File: src/rtl/kch_sequencer.sv
// Sequences the known-cluster-head table through one election round: clears it on a heartbeat,
// feeds it accepted CH advertisements one strobe at a time, and reports the table's choice.
module kch_sequencer #(
  parameter int unsigned WORD_WIDTH      = 16,
  parameter int unsigned HB_RESET_CYCLES = 2,
  parameter int unsigned WINDOW_CYCLES   = 1000,
  parameter int unsigned SETTLE_CYCLES   = 2
) (
  input  logic                  clk,
  input  logic                  rst,
  input  logic                  pkt_valid,
  output logic                  pkt_ready,
  input  logic [1:0]            pkt_type,
  input  logic [WORD_WIDTH-1:0] pkt_chlimit,
  input  logic [WORD_WIDTH-1:0] pkt_src,
  input  logic [WORD_WIDTH-1:0] pkt_hops,
  input  logic [WORD_WIDTH-1:0] pkt_qvalue,
  output logic                  HB_reset,
  output logic [WORD_WIDTH-1:0] HB_CHlimit,
  output logic                  en_KCH,
  output logic [WORD_WIDTH-1:0] fCH_ID,
  output logic [WORD_WIDTH-1:0] fCH_Hops,
  output logic [WORD_WIDTH-1:0] fCH_QValue,
  input  logic [WORD_WIDTH-1:0] chosenCH,
  input  logic [WORD_WIDTH-1:0] hopsfromCH,
  output logic                  sel_valid,
  output logic [WORD_WIDTH-1:0] sel_id,
  output logic [WORD_WIDTH-1:0] sel_hops,
  output logic                  sel_none,
  output logic                  busy
);

  typedef enum logic [2:0] {
    StIdle,
    StHbClr,
    StCollect,
    StLoad,
    StStrobe,
    StSettle,
    StReport
  } state_e;

  localparam logic [1:0]            PktHb      = 2'b01;
  localparam logic [1:0]            PktAdv     = 2'b10;
  localparam logic [WORD_WIDTH-1:0] AllOnes    = '1;
  localparam logic [WORD_WIDTH-1:0] One        = {{(WORD_WIDTH-1){1'b0}}, 1'b1};
  localparam logic [3:0]            HbLast     = 4'(HB_RESET_CYCLES);
  localparam logic [3:0]            SettleLast = 4'(SETTLE_CYCLES);
  localparam logic [15:0]           WinLast    = 16'(WINDOW_CYCLES);

  state_e                state_q, state_d;
  logic [3:0]            cyc_q, cyc_d;
  logic [15:0]           win_q, win_d;
  logic [WORD_WIDTH-1:0] cnt_q, cnt_d;
  logic                  pkt_ready_q, pkt_ready_d;
  logic                  hb_reset_q, hb_reset_d;
  logic [WORD_WIDTH-1:0] limit_q, limit_d;
  logic                  en_q, en_d;
  logic [WORD_WIDTH-1:0] fch_id_q, fch_id_d;
  logic [WORD_WIDTH-1:0] fch_hops_q, fch_hops_d;
  logic [WORD_WIDTH-1:0] fch_qvalue_q, fch_qvalue_d;
  logic                  sel_valid_q, sel_valid_d;
  logic [WORD_WIDTH-1:0] sel_id_q, sel_id_d;
  logic [WORD_WIDTH-1:0] sel_hops_q, sel_hops_d;
  logic                  sel_none_q, sel_none_d;
  logic                  busy_q, busy_d;

  logic                  fire;
  logic                  start_hb;
  logic [15:0]           win_inc;
  logic                  win_last;
  logic [WORD_WIDTH-1:0] cnt_inc;

  assign fire     = pkt_valid & pkt_ready_q;
  // Window timer saturates; win_last marks the final (or any later) window cycle.
  assign win_inc  = (win_q == WinLast) ? win_q : win_q + 16'd1;
  assign win_last = (win_inc == WinLast);
  assign cnt_inc  = cnt_q + One;

  always_comb begin
    state_d      = state_q;
    cyc_d        = cyc_q;
    win_d        = win_q;
    cnt_d        = cnt_q;
    limit_d      = limit_q;
    fch_id_d     = fch_id_q;
    fch_hops_d   = fch_hops_q;
    fch_qvalue_d = fch_qvalue_q;
    sel_id_d     = sel_id_q;
    sel_hops_d   = sel_hops_q;
    sel_none_d   = sel_none_q;
    pkt_ready_d  = 1'b0;
    hb_reset_d   = 1'b0;
    en_d         = 1'b0;
    sel_valid_d  = 1'b0;
    busy_d       = 1'b1;
    start_hb     = 1'b0;

    unique case (state_q)
      StIdle: begin
        pkt_ready_d = 1'b1;
        busy_d      = 1'b0;
        if (fire && (pkt_type == PktHb)) begin
          start_hb = 1'b1;
        end
      end

      StHbClr: begin
        if (cyc_q == HbLast) begin
          cyc_d = 4'd1;
          if (limit_q == '0) begin
            state_d = StSettle;
          end else begin
            state_d     = StCollect;
            pkt_ready_d = 1'b1;
          end
        end else begin
          hb_reset_d = 1'b1;
          cyc_d      = cyc_q + 4'd1;
        end
      end

      StCollect: begin
        win_d = win_inc;
        // A packet handshaken in the last window cycle still takes priority over closing.
        if (fire && (pkt_type == PktHb)) begin
          start_hb = 1'b1;
        end else if (fire && (pkt_type == PktAdv) && (pkt_hops != AllOnes)) begin
          fch_id_d     = pkt_src;
          fch_hops_d   = pkt_hops;
          fch_qvalue_d = pkt_qvalue;
          state_d      = StLoad;
        end else if (win_last) begin
          state_d = StSettle;
          cyc_d   = 4'd1;
        end else begin
          pkt_ready_d = 1'b1;
        end
      end

      StLoad: begin
        win_d   = win_inc;
        en_d    = 1'b1;
        state_d = StStrobe;
      end

      StStrobe: begin
        win_d = win_inc;
        cnt_d = cnt_inc;
        if ((cnt_inc == limit_q) || win_last) begin
          state_d = StSettle;
          cyc_d   = 4'd1;
        end else begin
          state_d     = StCollect;
          pkt_ready_d = 1'b1;
        end
      end

      StSettle: begin
        if (cyc_q == SettleLast) begin
          sel_none_d  = (cnt_q == '0);
          sel_id_d    = (cnt_q == '0) ? AllOnes : chosenCH;
          sel_hops_d  = (cnt_q == '0) ? AllOnes : hopsfromCH;
          sel_valid_d = 1'b1;
          state_d     = StReport;
        end else begin
          cyc_d = cyc_q + 4'd1;
        end
      end

      StReport: begin
        state_d     = StIdle;
        pkt_ready_d = 1'b1;
        busy_d      = 1'b0;
      end

      default: begin
        state_d = StIdle;
        busy_d  = 1'b0;
      end
    endcase

    // A heartbeat (from IDLE or mid-collection) opens a fresh round.
    if (start_hb) begin
      state_d     = StHbClr;
      hb_reset_d  = 1'b1;
      limit_d     = pkt_chlimit;
      cnt_d       = '0;
      win_d       = '0;
      cyc_d       = 4'd1;
      pkt_ready_d = 1'b0;
      busy_d      = 1'b1;
    end
  end

  always_ff @(posedge clk or posedge rst) begin
    if (rst) begin
      state_q      <= StIdle;
      cyc_q        <= '0;
      win_q        <= '0;
      cnt_q        <= '0;
      pkt_ready_q  <= 1'b0;
      hb_reset_q   <= 1'b0;
      limit_q      <= '0;
      en_q         <= 1'b0;
      fch_id_q     <= '0;
      fch_hops_q   <= '1;
      fch_qvalue_q <= '0;
      sel_valid_q  <= 1'b0;
      sel_id_q     <= '0;
      sel_hops_q   <= '0;
      sel_none_q   <= 1'b0;
      busy_q       <= 1'b0;
    end else begin
      state_q      <= state_d;
      cyc_q        <= cyc_d;
      win_q        <= win_d;
      cnt_q        <= cnt_d;
      pkt_ready_q  <= pkt_ready_d;
      hb_reset_q   <= hb_reset_d;
      limit_q      <= limit_d;
      en_q         <= en_d;
      fch_id_q     <= fch_id_d;
      fch_hops_q   <= fch_hops_d;
      fch_qvalue_q <= fch_qvalue_d;
      sel_valid_q  <= sel_valid_d;
      sel_id_q     <= sel_id_d;
      sel_hops_q   <= sel_hops_d;
      sel_none_q   <= sel_none_d;
      busy_q       <= busy_d;
    end
  end

  assign pkt_ready  = pkt_ready_q;
  assign HB_reset   = hb_reset_q;
  assign HB_CHlimit = limit_q;
  assign en_KCH     = en_q;
  assign fCH_ID     = fch_id_q;
  assign fCH_Hops   = fch_hops_q;
  assign fCH_QValue = fch_qvalue_q;
  assign sel_valid  = sel_valid_q;
  assign sel_id     = sel_id_q;
  assign sel_hops   = sel_hops_q;
  assign sel_none   = sel_none_q;
  assign busy       = busy_q;

endmodule
File: config.mk
export PLATFORM = sky130hd
export DESIGN_NAME = kch_sequencer
export DESIGN_NICKNAME = d
export VERILOG_FILES = /design/src/rtl/kch_sequencer.sv
export SDC_FILE = /design/constraint.sdc
export NUM_CORES = 1
export LEC_CHECK = 0
export ABC_AREA = 1
export CAP_MARGIN = 20
export CORE_UTILIZATION = 45
export CTS_BUF_LIST = sky130_fd_sc_hd__clkbuf_4
export DETAILED_ROUTE_END_ITERATION = 10
export PLACE_DENSITY_LB_ADDON = 0.25
export SLEW_MARGIN = 20
export SYNTH_ARGS = -nofsm -noshare
export SYNTH_HDL_FRONTEND = slang
export SYNTH_SLANG_ARGS = --single-unit
File: constraint.sdc
create_clock -name clk -period 4.7 [get_ports clk]
set_input_delay 1.175 -clock clk [delete_from_list [all_inputs] [get_ports clk]]
set_output_delay 1.175 -clock clk [all_outputs]
set_load 0.02 [all_outputs]
==> metrics.txt <==
# TYPE chip_impl_metric gauge
chip_impl_metric{name="grt_first_pass_wirelength",unit="µm"} 29700
chip_impl_metric{name="hpwlAfterDp",unit="µm"} 13300
chip_impl_metric{name="finalSetupTns",unit="ns"} 0
chip_impl_metric{name="netlist-cell-type-count",unit=""} 38
chip_impl_metric{name="detail_route.iter0.violations",unit=""} 337
chip_impl_metric{name="synth-seq-cells",unit=""} 141
chip_impl_metric{name="ctsHtreeMaxLevel",unit=""} 4
chip_impl_metric{name="syn-mean-instance-area",unit="µm²"} 7.83
chip_impl_metric{name="cp.required",unit="ns"} 5.15
chip_impl_metric{name="post_layout_nonfiller_instances",unit=""} 1332
chip_impl_metric{name="crit_arrival",unit="ns"} 3.44
chip_impl_metric{name="finalMaxSlewViolations",unit=""} 0
chip_impl_metric{name="post_synth_edffs",unit=""} 0
chip_impl_metric{name="maximum_number_of_pins_on_one_net_before_global_route_repair",unit=""} 60
chip_impl_metric{name="power.density_cell_area",unit="mW/mm²"} 506
chip_impl_metric{name="max_slew.worst_pin.slew",unit="ns"} 0.814
chip_impl_metric{name="grt.total_usage",unit="%"} 23.2
chip_impl_info{name="post-synth-top-area-cell",value="sky130_fd_sc_hd__dfrtp_1"} 1
chip_impl_metric{name="crit_fanout",unit=""} 49
chip_impl_metric{name="cts.sink_count",unit=""} 141
chip_impl_metric{name="clock_latency",unit="ns"} 0.56
chip_impl_info{name="worst_hold_path_type",value="flop to flop"} 1
chip_impl_metric{name="share_of_the_synthesized_area_in_the_top_cell_type",unit="%"} 44.3
chip_impl_info{name="critPathCaptureType",value="flop"} 1
chip_impl_metric{name="ys_warn_count",unit=""} 0
chip_impl_info{name="most_numerous_cell_in_the_yosys_netlist",value="sky130_fd_sc_hd__nand2_1"} 1
chip_impl_info{name="tritoncts_clock_tree",value="yes"} 1
chip_impl_metric{name="drcViolationCount",unit=""} 0
chip_impl_metric{name="async_reset_ff_share",unit="%"} 100
chip_impl_metric{name="cts_repair_resize_count",unit=""} 0
chip_impl_metric{name="wl_per_cell",unit="µm"} 13.5
chip_impl_metric{name="max_slew_margin",unit="%"} 45.6
chip_impl_metric{name="numPlacedInstances",unit=""} 1299
chip_impl_metric{name="routabilityCongestion",unit=""} 0.867
chip_impl_metric{name="numPortBuffers",unit=""} 202
chip_impl_metric{name="period_minus_slack",unit="ns"} 2.99
chip_impl_info{name="yosys-top-cells-count",value="sky130_fd_sc_hd__nand2_1, sky130_fd_sc_hd__dfrtp_1, sky130_fd_sc_hd__inv_1, sky130_fd_sc_hd__nor2_1, sky130_fd_sc_hd__nand3_1"} 1
chip_impl_metric{name="initial_core_util",unit="%"} 46.3
chip_impl_metric{name="layout_cell_share_with_drive_strength_beyond_1",unit="%"} 8.57
chip_impl_metric{name="drt_pre_antenna_iters",unit=""} 4
chip_impl_metric{name="grt_pass1_vias",unit=""} 6329
chip_impl_metric{name="chipWidth",unit="µm"} 127
chip_impl_metric{name="area_growth_syn_to_layout",unit="%"} 36.2
chip_impl_metric{name="layout.filler_cells",unit=""} 1322
chip_impl_metric{name="clock-skew-final",unit="ns"} 0.0185
chip_impl_metric{name="timing_hold_violations_final",unit=""} 0
chip_impl_info{name="synthTopCellsByArea",value="sky130_fd_sc_hd__dfrtp_1, sky130_fd_sc_hd__nand2_1, sky130_fd_sc_hd__dfstp_2"} 1
chip_impl_metric{name="vias",unit=""} 6567
chip_impl_metric{name="clk_pin_slew_worst_paths",unit="ns"} 0.12
chip_impl_info{name="critical_path.startpoint_type",value="input port"} 1
chip_impl_info{name="cts_root_buf",value="sky130_fd_sc_hd__clkbuf_4"} 1
chip_impl_metric{name="yosysSeqAreaShare",unit="%"} 50.2
chip_impl_metric{name="p_leak",unit="µW"} 0.00444
chip_impl_metric{name="final_critical_path_share_of_the_clock_period",unit="%"} 63.6
chip_impl_info{name="rsz0062_at_grt",value="no"} 1
chip_impl_metric{name="numCtsBuffers",unit=""} 17
chip_impl_info{name="path_class",value="input port to flop"} 1
chip_impl_metric{name="ant_nets",unit=""} 0
chip_impl_metric{name="syn_nets",unit=""} 1010
chip_impl_metric{name="floorplan.rows",unit=""} 45
chip_impl_metric{name="top_level_ports",unit=""} 203
chip_impl_metric{name="gr-total-overflow",unit=""} 0
chip_impl_metric{name="sum_of_routed_wire_length_over_all_layers",unit="µm"} 18000
chip_impl_metric{name="max-clock-path-buffers",unit=""} 2
chip_impl_metric{name="fmaxAchievable",unit="MHz"} 334
chip_impl_metric{name="core_region_area",unit="mm²"} 0.0153
chip_impl_info{name="outcome",value="finished clean"} 1
chip_impl_metric{name="syn_area",unit="mm²"} 0.00707
chip_impl_metric{name="fin_nets",unit=""} 1214
chip_impl_info{name="synth_ff_type",value="sky130_fd_sc_hd__dfrtp_1"} 1
chip_impl_metric{name="die_height",unit="µm"} 127
chip_impl_metric{name="finalSetupViolations",unit=""} 0
chip_impl_metric{name="postCtsSetupRepairBufs",unit=""} 0
chip_impl_metric{name="synthesis.instances",unit=""} 903
chip_impl_metric{name="die_area",unit="mm²"} 0.0162
chip_impl_metric{name="max-cap-violations",unit=""} 0
chip_impl_metric{name="drt-vias-per-instance",unit=""} 4.93
chip_impl_metric{name="holdBufCountCts",unit=""} 0
chip_impl_metric{name="antenna_violations_before_repair",unit=""} 1
chip_impl_metric{name="worst_ir_drop_vdd",unit="mV"} 0.320
==> metal layers <==
metal | GRT usage, % | up-vias | part of all wire (%)
met4 | 10.6 | 0 | 2.7
met2 | 37.6 | 237 | 47
met5 | 0 | - | 0
li1 | - | 3258 | -
met1 | 30.1 | 3034 | 44
met3 | 4.77 | 38 | 6.3
==> stage by stage <==
stage | total power [µW] | util, % | hold slack (ns) | setup slack, ns | cell area (µm²)
after CTS | 4910 | 63.1 | 0.481 | 1.72 | 9620
after global routing | 5220 | 63.1 | 0.488 | 1.48 | 9630
after global placement | 4040 | 61.1 | 0.455 | 1.12 | 9330
final | 4880 | 63.1 | 0.479 | 1.71 | 9630
after floorplan | 3160 | - | 0.501 | 1.77 | 7070
after detailed placement | 4080 | 61.1 | 0.459 | 1.08 | 9330
==> placed cells by master (no fill, tap or decap), types with 8 or more instances in the layout <==
master,count
sky130_fd_sc_hd__nand2_2,8
sky130_fd_sc_hd__dfstp_2,16
sky130_fd_sc_hd__nor2_2,11
sky130_fd_sc_hd__nor2_1,80
sky130_fd_sc_hd__o21ai_0,30
sky130_fd_sc_hd__nand4_1,15
sky130_fd_sc_hd__nor2_4,8
sky130_fd_sc_hd__clkdlybuf4s50_1,202
sky130_fd_sc_hd__xor2_1,10
sky130_fd_sc_hd__nand3_1,63
sky130_fd_sc_hd__o22ai_1,18
sky130_fd_sc_hd__inv_1,107
sky130_fd_sc_hd__clkbuf_4,18
sky130_fd_sc_hd__dfrtp_1,125
sky130_fd_sc_hd__a21oi_1,35
sky130_fd_sc_hd__nand2_1,309
==> cell families (layout without fill, tap and decap cells) <==
kind of cell | after synthesis | after routing | synth area share, %
adders and majority gates | 6 | 6 | 1.06
AOI/OAI and AO/OA | 91 | 91 | 7.28
DFF | 141 | 141 | 50.2
and+or+nand+nor | 513 | 513 | 31.4
xor gates and xnor gates | 15 | 15 | 2.35
other | 0 | 1 | 0
buffers and inverters | 137 | 354 | 7.68
==> state kept, by name, indices dropped and copies added, names as in the netlist, 3 cells and up <==
name / flops
HB_CHlimit: 16
cnt_q: 16
fCH_Hops: 16
fCH_ID: 16
fCH_QValue: 16
sel_hops: 16
sel_id: 16
win_q: 16
cyc_q: 4
state_q: 3
==> layout make-up <==
cell class                      count  area [µm²]  share of cell area, %
Sequential cell                   141        3550                   36.9
Multi-Input combinational cell    625        2980                   31.0
Timing Repair Buffer              210        2110                   21.9
Inverter                          112         424                   4.41
Tap cell                          211         264                   2.74
Clock inverter                     14         160                   1.66
Clock buffer                       18         135                   1.40
Antenna cell                        1        2.50                 0.0260
==> worst max-delay path, cell delays in order <==
cell and delay (ns):
sky130_fd_sc_hd__clkdlybuf4s50_1 0.51, sky130_fd_sc_hd__nand2_1 0.08, sky130_fd_sc_hd__nor4_1 0.38, sky130_fd_sc_hd__nand2_1 0.14, sky130_fd_sc_hd__nand3_2 0.10, sky130_fd_sc_hd__buf_4 0.42
sky130_fd_sc_hd__o211ai_1 0.22, sky130_fd_sc_hd__a21oi_4 0.17, sky130_fd_sc_hd__nand2_2 0.10, sky130_fd_sc_hd__nand3_1 0.08, sky130_fd_sc_hd__nand2_1 0.06
==> report_power, final <==
part           internal (µW)  switching (µW)  total, µW  leakage [µW]
logic                    949            1180       2130       0.00260
clock network            332             488        820      0.000154
registers               1610             312       1920       0.00168
total                   2890            1980       4880       0.00444
==> final timing paths <==
path / from / endpoint / slack [ns] / cells after the start
max reg2reg: state_q[2] / win_q[9] / 1.95 / 9
min reg2reg: fCH_Hops[0] / fCH_Hops[0] / 0.48 / 2
min in group asynchronous: rst / sel_hops[4] / 1.10 / 2
min: fCH_Hops[0] / fCH_Hops[0] / 0.48 / 2
max in group asynchronous: rst / fCH_Hops[8] / 2.79 / 3
max: pkt_hops[6] / cyc_q[2] / 1.71 / 11
(Power assumes the default switching activity.)
